--- config.mk ---
export PLATFORM = sky130hd
export DESIGN_NAME = reg_writeback_flat
export DESIGN_NICKNAME = d
export VERILOG_FILES = /design/src/rtl/reg_writeback_if.sv /design/src/rtl/reg_writeback.sv /design/src/flat_wrapper.sv
export SDC_FILE = /design/constraint.sdc
export NUM_CORES = 1
export LEC_CHECK = 0
export BUFFER_PORTS_ARGS = -buffer_cell sky130_fd_sc_hd__buf_2
export CAP_MARGIN = 30
export CORE_MARGIN = 2
export CORE_UTILIZATION = 45
export CTS_CLUSTER_SIZE = 30
export DETAILED_ROUTE_END_ITERATION = 6
export PLACE_DENSITY = 0.69
export RECOVER_POWER = 25
export SLEW_MARGIN = 10
export SYNTH_ARGS = -nofsm -noshare
export SYNTH_HDL_FRONTEND = slang
export SYNTH_SLANG_ARGS = --single-unit
export TNS_END_PERCENT = 10
--- constraint.sdc ---
create_clock -name clk -period 9.5 [get_ports clk]
set_input_delay 0.95 -clock clk [delete_from_list [all_inputs] [get_ports clk]]
set_output_delay 0.95 -clock clk [all_outputs]
set_load 0.005 [all_outputs]
--- src/rtl/reg_writeback_if.sv ---
// Bundle of the write-request, commit and forwarding-lookup signals of the
// register write-back queue. The producer/bank/operand side uses "master";
// the queue itself uses "slave".
interface reg_writeback_if #(
    parameter int XLEN = 64
);
    logic            wr_valid;
    logic            wr_ready;
    logic [4:0]      wr_idx;
    logic [XLEN-1:0] wr_data;

    logic            commit_stall;
    logic            commit_en;
    logic [4:0]      commit_idx;
    logic [XLEN-1:0] commit_data;

    logic [4:0]      rd_idx;
    logic            rd_pending;
    logic [XLEN-1:0] rd_fwd_data;

    logic            empty;
    logic            err_illegal;

    modport master (
        output wr_valid, wr_idx, wr_data, commit_stall, rd_idx,
        input  wr_ready, commit_en, commit_idx, commit_data,
               rd_pending, rd_fwd_data, empty, err_illegal
    );

    modport slave (
        input  wr_valid, wr_idx, wr_data, commit_stall, rd_idx,
        output wr_ready, commit_en, commit_idx, commit_data,
               rd_pending, rd_fwd_data, empty, err_illegal
    );
endinterface

--- src/rtl/reg_writeback.sv ---
// In-order write-back queue in front of the 18-entry register bank
// (g0-g15, fp, sp). Buffers accepted writes, drains one per cycle to the
// bank and lets the operand stage see values that have not landed yet.
module reg_writeback #(
    parameter int DEPTH = 4,
    parameter int XLEN  = 64
) (
    input  logic          clk,
    input  logic          reset,
    reg_writeback_if.slave bus
);
    localparam int         PW       = $clog2(DEPTH);
    localparam int         CW       = PW + 1;
    localparam logic [4:0] NUM_REGS = 5'd18;

    logic [PW-1:0]   head_q, head_d;
    logic [PW-1:0]   tail_q, tail_d;
    logic [CW-1:0]   count_q, count_d;
    logic            err_q, err_d;

    logic [4:0]      idx_q  [DEPTH];
    logic [XLEN-1:0] data_q [DEPTH];
    logic [DEPTH-1:0] vld_q;

    logic            full;
    logic            is_empty;
    logic            accept;
    logic            legal;
    logic            push;
    logic            pop;

    logic            hit;
    logic [XLEN-1:0] fwd_data;
    logic [PW-1:0]   slot;

    assign full     = (count_q == CW'(DEPTH));
    assign is_empty = (count_q == '0);
    assign accept   = bus.wr_valid && !full;
    assign legal    = (bus.wr_idx < NUM_REGS);
    assign push     = accept && legal;
    assign pop      = !is_empty && !bus.commit_stall;

    assign bus.wr_ready    = !full;
    assign bus.empty       = is_empty;
    assign bus.commit_en   = pop;
    assign bus.commit_idx  = is_empty ? '0 : idx_q[head_q];
    assign bus.commit_data = is_empty ? '0 : data_q[head_q];
    assign bus.rd_pending  = hit;
    assign bus.rd_fwd_data = fwd_data;
    assign bus.err_illegal = err_q;

    // Next pointer, occupancy and sticky-error values from this cycle's push/pop.
    always_comb begin
        head_d  = head_q;
        tail_d  = tail_q;
        count_d = count_q;
        err_d   = err_q | (accept && !legal);
        if (push) begin
            tail_d = tail_q + 1'b1;
        end
        if (pop) begin
            head_d = head_q + 1'b1;
        end
        unique case ({push, pop})
            2'b10:   count_d = count_q + CW'(1);
            2'b01:   count_d = count_q - CW'(1);
            default: count_d = count_q;
        endcase
    end

    // Pointer, count and error registers; reset drops every queued write.
    always_ff @(posedge clk or negedge reset) begin
        if (!reset) begin
            head_q  <= '0;
            tail_q  <= '0;
            count_q <= '0;
            err_q   <= 1'b0;
        end else begin
            head_q  <= head_d;
            tail_q  <= tail_d;
            count_q <= count_d;
            err_q   <= err_d;
        end
    end

    // Entry storage: a committed slot loses its valid bit so a wrapped pointer never sees a stale match.
    always_ff @(posedge clk or negedge reset) begin
        if (!reset) begin
            vld_q <= '0;
            for (int i = 0; i < DEPTH; i++) begin
                idx_q[i]  <= '0;
                data_q[i] <= '0;
            end
        end else begin
            if (pop) begin
                vld_q[head_q] <= 1'b0;
            end
            if (push) begin
                vld_q[tail_q]  <= 1'b1;
                idx_q[tail_q]  <= bus.wr_idx;
                data_q[tail_q] <= bus.wr_data;
            end
        end
    end

    // Walk entries oldest to youngest so the last match found is the youngest one.
    always_comb begin
        hit      = 1'b0;
        fwd_data = '0;
        slot     = '0;
        for (int k = 0; k < DEPTH; k++) begin
            slot = head_q + PW'(k);
            if (vld_q[slot] && (idx_q[slot] == bus.rd_idx)) begin
                hit      = 1'b1;
                fwd_data = data_q[slot];
            end
        end
    end
endmodule
--- src/flat_wrapper.sv ---
// flat-port wrapper written by rule: the top's interface ports become plain ports
module reg_writeback_flat 
#(
    parameter int DEPTH = 4,
    parameter int XLEN  = 64
)
  (clk, reset, bus_wr_valid, bus_wr_idx, bus_wr_data, bus_commit_stall, bus_rd_idx, bus_wr_ready, bus_commit_en, bus_commit_idx, bus_commit_data, bus_rd_pending, bus_rd_fwd_data, bus_empty, bus_err_illegal);
  reg_writeback_if #(.XLEN(XLEN)) bus_i ();
  input  logic clk;
  input  logic reset;
  input wire logic [$bits(bus_i.wr_valid)-1:0] bus_wr_valid;
  input wire logic [$bits(bus_i.wr_idx)-1:0] bus_wr_idx;
  input wire logic [$bits(bus_i.wr_data)-1:0] bus_wr_data;
  input wire logic [$bits(bus_i.commit_stall)-1:0] bus_commit_stall;
  input wire logic [$bits(bus_i.rd_idx)-1:0] bus_rd_idx;
  output wire logic [$bits(bus_i.wr_ready)-1:0] bus_wr_ready;
  output wire logic [$bits(bus_i.commit_en)-1:0] bus_commit_en;
  output wire logic [$bits(bus_i.commit_idx)-1:0] bus_commit_idx;
  output wire logic [$bits(bus_i.commit_data)-1:0] bus_commit_data;
  output wire logic [$bits(bus_i.rd_pending)-1:0] bus_rd_pending;
  output wire logic [$bits(bus_i.rd_fwd_data)-1:0] bus_rd_fwd_data;
  output wire logic [$bits(bus_i.empty)-1:0] bus_empty;
  output wire logic [$bits(bus_i.err_illegal)-1:0] bus_err_illegal;
  assign bus_i.wr_valid = bus_wr_valid;
  assign bus_i.wr_idx = bus_wr_idx;
  assign bus_i.wr_data = bus_wr_data;
  assign bus_i.commit_stall = bus_commit_stall;
  assign bus_i.rd_idx = bus_rd_idx;
  assign bus_wr_ready = bus_i.wr_ready;
  assign bus_commit_en = bus_i.commit_en;
  assign bus_commit_idx = bus_i.commit_idx;
  assign bus_commit_data = bus_i.commit_data;
  assign bus_rd_pending = bus_i.rd_pending;
  assign bus_rd_fwd_data = bus_i.rd_fwd_data;
  assign bus_empty = bus_i.empty;
  assign bus_err_illegal = bus_i.err_illegal;
  reg_writeback #(.DEPTH(DEPTH), .XLEN(XLEN)) u_core (.clk(clk), .reset(reset), .bus(bus_i));
endmodule
Word-level counts from Yosys, hierarchy flattened
Cells that the tools add are included.
Widths: inputs -> output; s select.
{ "op_classes": {"reduce_logical": 17, "n_bitwise": 9, "n_eq_ne": 7, "add_sub_neg": 6, "n_lt_le_gt_ge": 14, "n_mux": 55} }
{ "op_table": {"columns": ["cell", "n"], "rows": [
  ["$mux 64", 14],
  ["$bmux 64 s2", 4],
  ["$bwmux 256", 1],
  ["$demux 64 s2", 1],
  ["$mux 5", 10],
  ["$bmux 5 s2", 4],
  ["$bwmux 20", 1],
  ["$eq 5x5->1", 4],
  ["$ge 3x3->1 const B", 5],
  ["$lt 2x3->1 const B", 5],
  ["$not 2->3", 5],
  ["$logic_and 1x1->1", 11],
  ["$demux 5 s2", 1],
  ["$mux 1", 10],
  ["$bmux 1 s2", 4],
  ["$mux 4", 2],
  ["$pmux 3 s2", 1],
  ["$lt 5x5->1 const B", 1],
  ["$add 2x1->2 const B", 2],
  ["$add 2x2->2 const B", 2],
  ["$and 4x4->4", 1],
  ["$demux 1 s2", 2],
  ["$ge 2x1->1 const B", 2],
  ["$logic_not 1->1", 4],
  ["11 further kinds", 11]
]} }
{ "totals": {"regBits": 288, "wordCells": 121} }

Depth between registers and ports, before layout
{ "logic_depth": {"word_depth": 10, "ltp_mapped": 17} }

Worst setup path after synthesis
OpenSTA, ideal clock, no wires.
{ "synth_timing": {"kind": "reg2out", "startpoint": "register u_core.head_q[0]", "endpoint": "output bus_rd_fwd_data[13]", "t_required_ns": 8.550, "path_stages_with_launch": 14, "n_path_buf": 9, "slack_ns": 5.424, "t_arrival_ns": 3.126, "cell_sequence": "dfrtp_1 buf_6 buf_6 buf_4 inv_1 ha_1 buf_4 buf_4 buf_4 buf_2 buf_2 clkbuf_1 mux4_2 o22a_1"} }
{ "synth_via": {"word_cells_on_any_way": 51} }
{ "synth_lines": {"columns": ["item", "line", "rtl"], "rows": [
  ["start: declaration", "reg_writeback.sv:16", "logic [PW-1:0] head_q, head_d;"],
  ["start signal: assignment", "reg_writeback.sv:74", "head_q <= '0;"],
  ["start signal: assignment", "reg_writeback.sv:79", "head_q <= head_d;"],
  ["$add 2x2->2 (*)", "reg_writeback.sv:112", "slot = head_q + PW'(k);"],
  ["net u_core.slot[0]", "reg_writeback.sv:34", "logic [PW-1:0] slot;"],
  ["$not 2->3 (implied by the code)", "reg_writeback.sv:113, reg_writeback.sv:115", null],
  ["$bmux 5 s2", "reg_writeback.sv:113", "if (vld_q[slot] && (idx_q[slot] == bus.rd_idx)) begin"],
  ["$mux 5 (implied by the code) (2 in series)", "reg_writeback.sv:113", null],
  ["$eq 5x5->1", "reg_writeback.sv:113", null],
  ["$logic_and 1x1->1", "reg_writeback.sv:113", null],
  ["$mux 64 (*)", "reg_writeback.sv:113", null],
  ["end: declaration", "flat_wrapper.sv:21", "output wire logic [$bits(bus_i.rd_fwd_data)-1:0] bus_rd_fwd_data;"]
]} }
Mark *: on every way through the listed nets, which the timed path passes. The rest lies on a longest branch. The select of a mux whose other input is x is not followed.

Worst setup path after layout
{ "layout_timing": {"startpoint": "register u_core.head_q[0]", "endpoint": "output bus_rd_fwd_data[52]"} }
Same word-level chain as after synthesis.

==> results.toml <==
[finish]
post-route-cell-area_um2 = 22600
layout_common_cells = "342 x mux2_2, 287 x dfrtp_1, 212 x buf_2"
syn_to_final_growth_pct = 13.2
drive_above_1_share_pct = 40.5
fill_cells = 3905
final_nets = 1984
final_common_cell = "mux2_2"
instances_no_fill = 2524
fin_util_pct = 51.4

[synth]
synth_fp_nets = 1879
ys_seq_elements = 288
ys_async_sr_fraction_pct = 100
synthFlopType = "dfrtp_1"
synthXorXnorAreaFrac_pct = 1.53
avgSynthCellArea_um2 = 11.2
synth-edff-count = 0
synth_compound_area_share_pct = 9.84
synth_mux_area_share_pct = 38.8
synth_top_family_by_area = "multiplexers"
synth-simple-area-share_pct = 8.83
synthDominantCellAreaShare_pct = 36.0
synthAdderAreaFrac_pct = 0.663
syn_inst = 1791
ys_top_cells_by_area = "dfrtp_1 36%, mux2_2 19%, mux4_2 15%"
yosysTopAreaCell = "dfrtp_1"
synth_area_um2 = 20000
yosysWarnings = 0
ys_types = 39
synth-seq-area-share_pct = 36.0

[grt]
grt-ovfl-total = 0
grt_pass1_wl_mm = 88.7
grt_use_total_pct = 24.2
grt_pass1_vias = 15600
grt_max_degree = 169
antenna_found_initial = 15

[sta]
max_slew_margin_pct = -358
period_share_pct = 77.2
rsz0062_at_grt = "no"
worst_hold_slack_ps = 490
clock_skew_ps = 16.8
min_period_ps = 7330
fmax_mhz = 136
setup_slack_ps = 2170
fin_tns_setup_ps = 0
tightest_slew_ps = 6870
hold_viol_final = 0
setup_viol = 0
drv_slew = 165

[clock_tree]
cts_buffers = 36
clk_pin_slew_ps = 60
cts.sinks = 288
cts_resized = 0
root_buffer = "clkbuf_16"
post_cts_buffers = 0
cts_tree = "done"
holdBufCountCts = 0
htreeDepth = 2
cts_buffer_depth = 3
clkLatencyLatePin_ps = 540

[worst_hold_path]
hp-class = "flop to flop"
min_path_cells = 1

[worst_setup_path]
cp-start-kind = "flop"
r2r_cells = 4
worstPathArrival_ps = 6380
path_class = "flop to output pin"
cp_max_fo = 52
crit_required_ps = 8550
setup.worst_path.end_class = "output pin"

[placement]
gp_congestion = 0.810
placed_area_um2 = 21400
hpwl_mm = 33.8
port_buffers = 215
dp.cells = 2447
place_worst_setup_slack_ps = 3250

[route]
ant_nets = 0
wl_mm = 56.6
wl_per_cell_um = 22.4
drtIter0Drc = 1190
drt_first_pass_iters = 5
vias = 15500
route.detailed.drc = 0
viasPerCell = 6.16

[power]
powerDensity_nw_per_um2 = 418
peakVddDrop_mv = 0.334
power.leakage_nw = 9.63
power.total_mw = 9.46

[die]
die_w_um = 215
die_y_um = 215
rows = 77
initial_core_util_pct = 45.4
fp.dieArea_um2 = 46100
core_um2 = 44000
ios = 216

[outcome]
violations = "max-capacitance violations, max-slew violations"
status = "finished with violations"

[job]
drv_cap = 2
[state kept, by name, indices dropped and copies added (netlist names)]
signal / count
u_core.head_q: 2
u_core.idx_q: 20
u_core.vld_q: 4
u_core.bus.err_illegal: 1
u_core.tail_q: 2
u_core.data_q: 256
u_core.count_q: 3
[report_power, final]
part	switching [mW]	internal (mW)	total [mW]
Sequential	0.689	1.85	2.54
Combinational	2.62	2.91	5.53
Clock	0.546	0.844	1.39
Total	3.85	5.61	9.46
[kinds of logic after synthesis]
logic type                 Yosys count
xor gates and xnor gates            35
adders and majority gates           10
and+or+nand+nor                    372
DFF                                288
AOI/OAI and AO/OA                  337
muxes                              566
buffers and inverters              183
[layer usage]
layer,wire (µm),global-route usage (%)
met1,23300,31.2
met2,27700,40.2
met3,3990,5.15
met4,1600,9.33
met5,55,0
[path summary, 6_finish.rpt]
check,start,endpoint,slack [ps]
setup / recovery,u_core.head_q[0]$_DFFE_PN0P_,bus_rd_fwd_data[52],2170
hold / removal,u_core.bus.err_illegal$_DFF_PN0_,u_core.bus.err_illegal$_DFF_PN0_,490
setup reg to reg,u_core.head_q[0]$_DFFE_PN0P_,u_core.head_q[1]$_DFFE_PN0P_,6140
hold reg to reg,u_core.bus.err_illegal$_DFF_PN0_,u_core.bus.err_illegal$_DFF_PN0_,490
max in group asynchronous,reset,u_core.data_q[207]$_DFFE_PN0P_,2640
min in group asynchronous,reset,u_core.data_q[186]$_DFFE_PN0P_,3010
[critical path, cell delays in order (launching register included)]
cell      delay, ps
dfrtp_1        1550
inv_1           490
ha_4           1020
mux2i_1         310
xnor2_1         140
nor3_1          110
o211ai_4        690
buf_16          220
buf_4           530
nand4b_1        210
a21oi_1         200
o22a_1          180
buf_2           120
[synth_stat cells (5+ instances only)]
| cell | instances |
|---|---|
| mux2_2 | 342 |
| dfrtp_1 | 288 |
| nand2_1 | 154 |
| mux4_2 | 133 |
| a21oi_1 | 131 |
| nor2_1 | 131 |
| mux2i_1 | 91 |
| o21ai_0 | 85 |
| clkbuf_1 | 72 |
| o22a_1 | 64 |
| nand4b_1 | 61 |
| buf_1 | 54 |
| o21ai_1 | 45 |
| buf_2 | 26 |
| xnor2_1 | 19 |
| xor2_1 | 16 |
| buf_6 | 15 |
| ha_1 | 9 |
| inv_1 | 9 |
| buf_4 | 6 |
| nand3_1 | 5 |
| nor2b_1 | 5 |
| nor3_1 | 5 |
[layout make-up]
class	instances	area [µm²]	share of cell area, %
clock buffers	53	1050	4.62
inverters	10	37.5	0.166
diodes	10	25.0	0.111
flip-flops and latches	288	7210	31.9
repair buffers	240	1430	6.30
multi-input cells	1320	12000	53.1
well taps	592	741	3.27
clock inverters	11	134	0.592
Note: power is estimated with default switching activity, not from simulation.
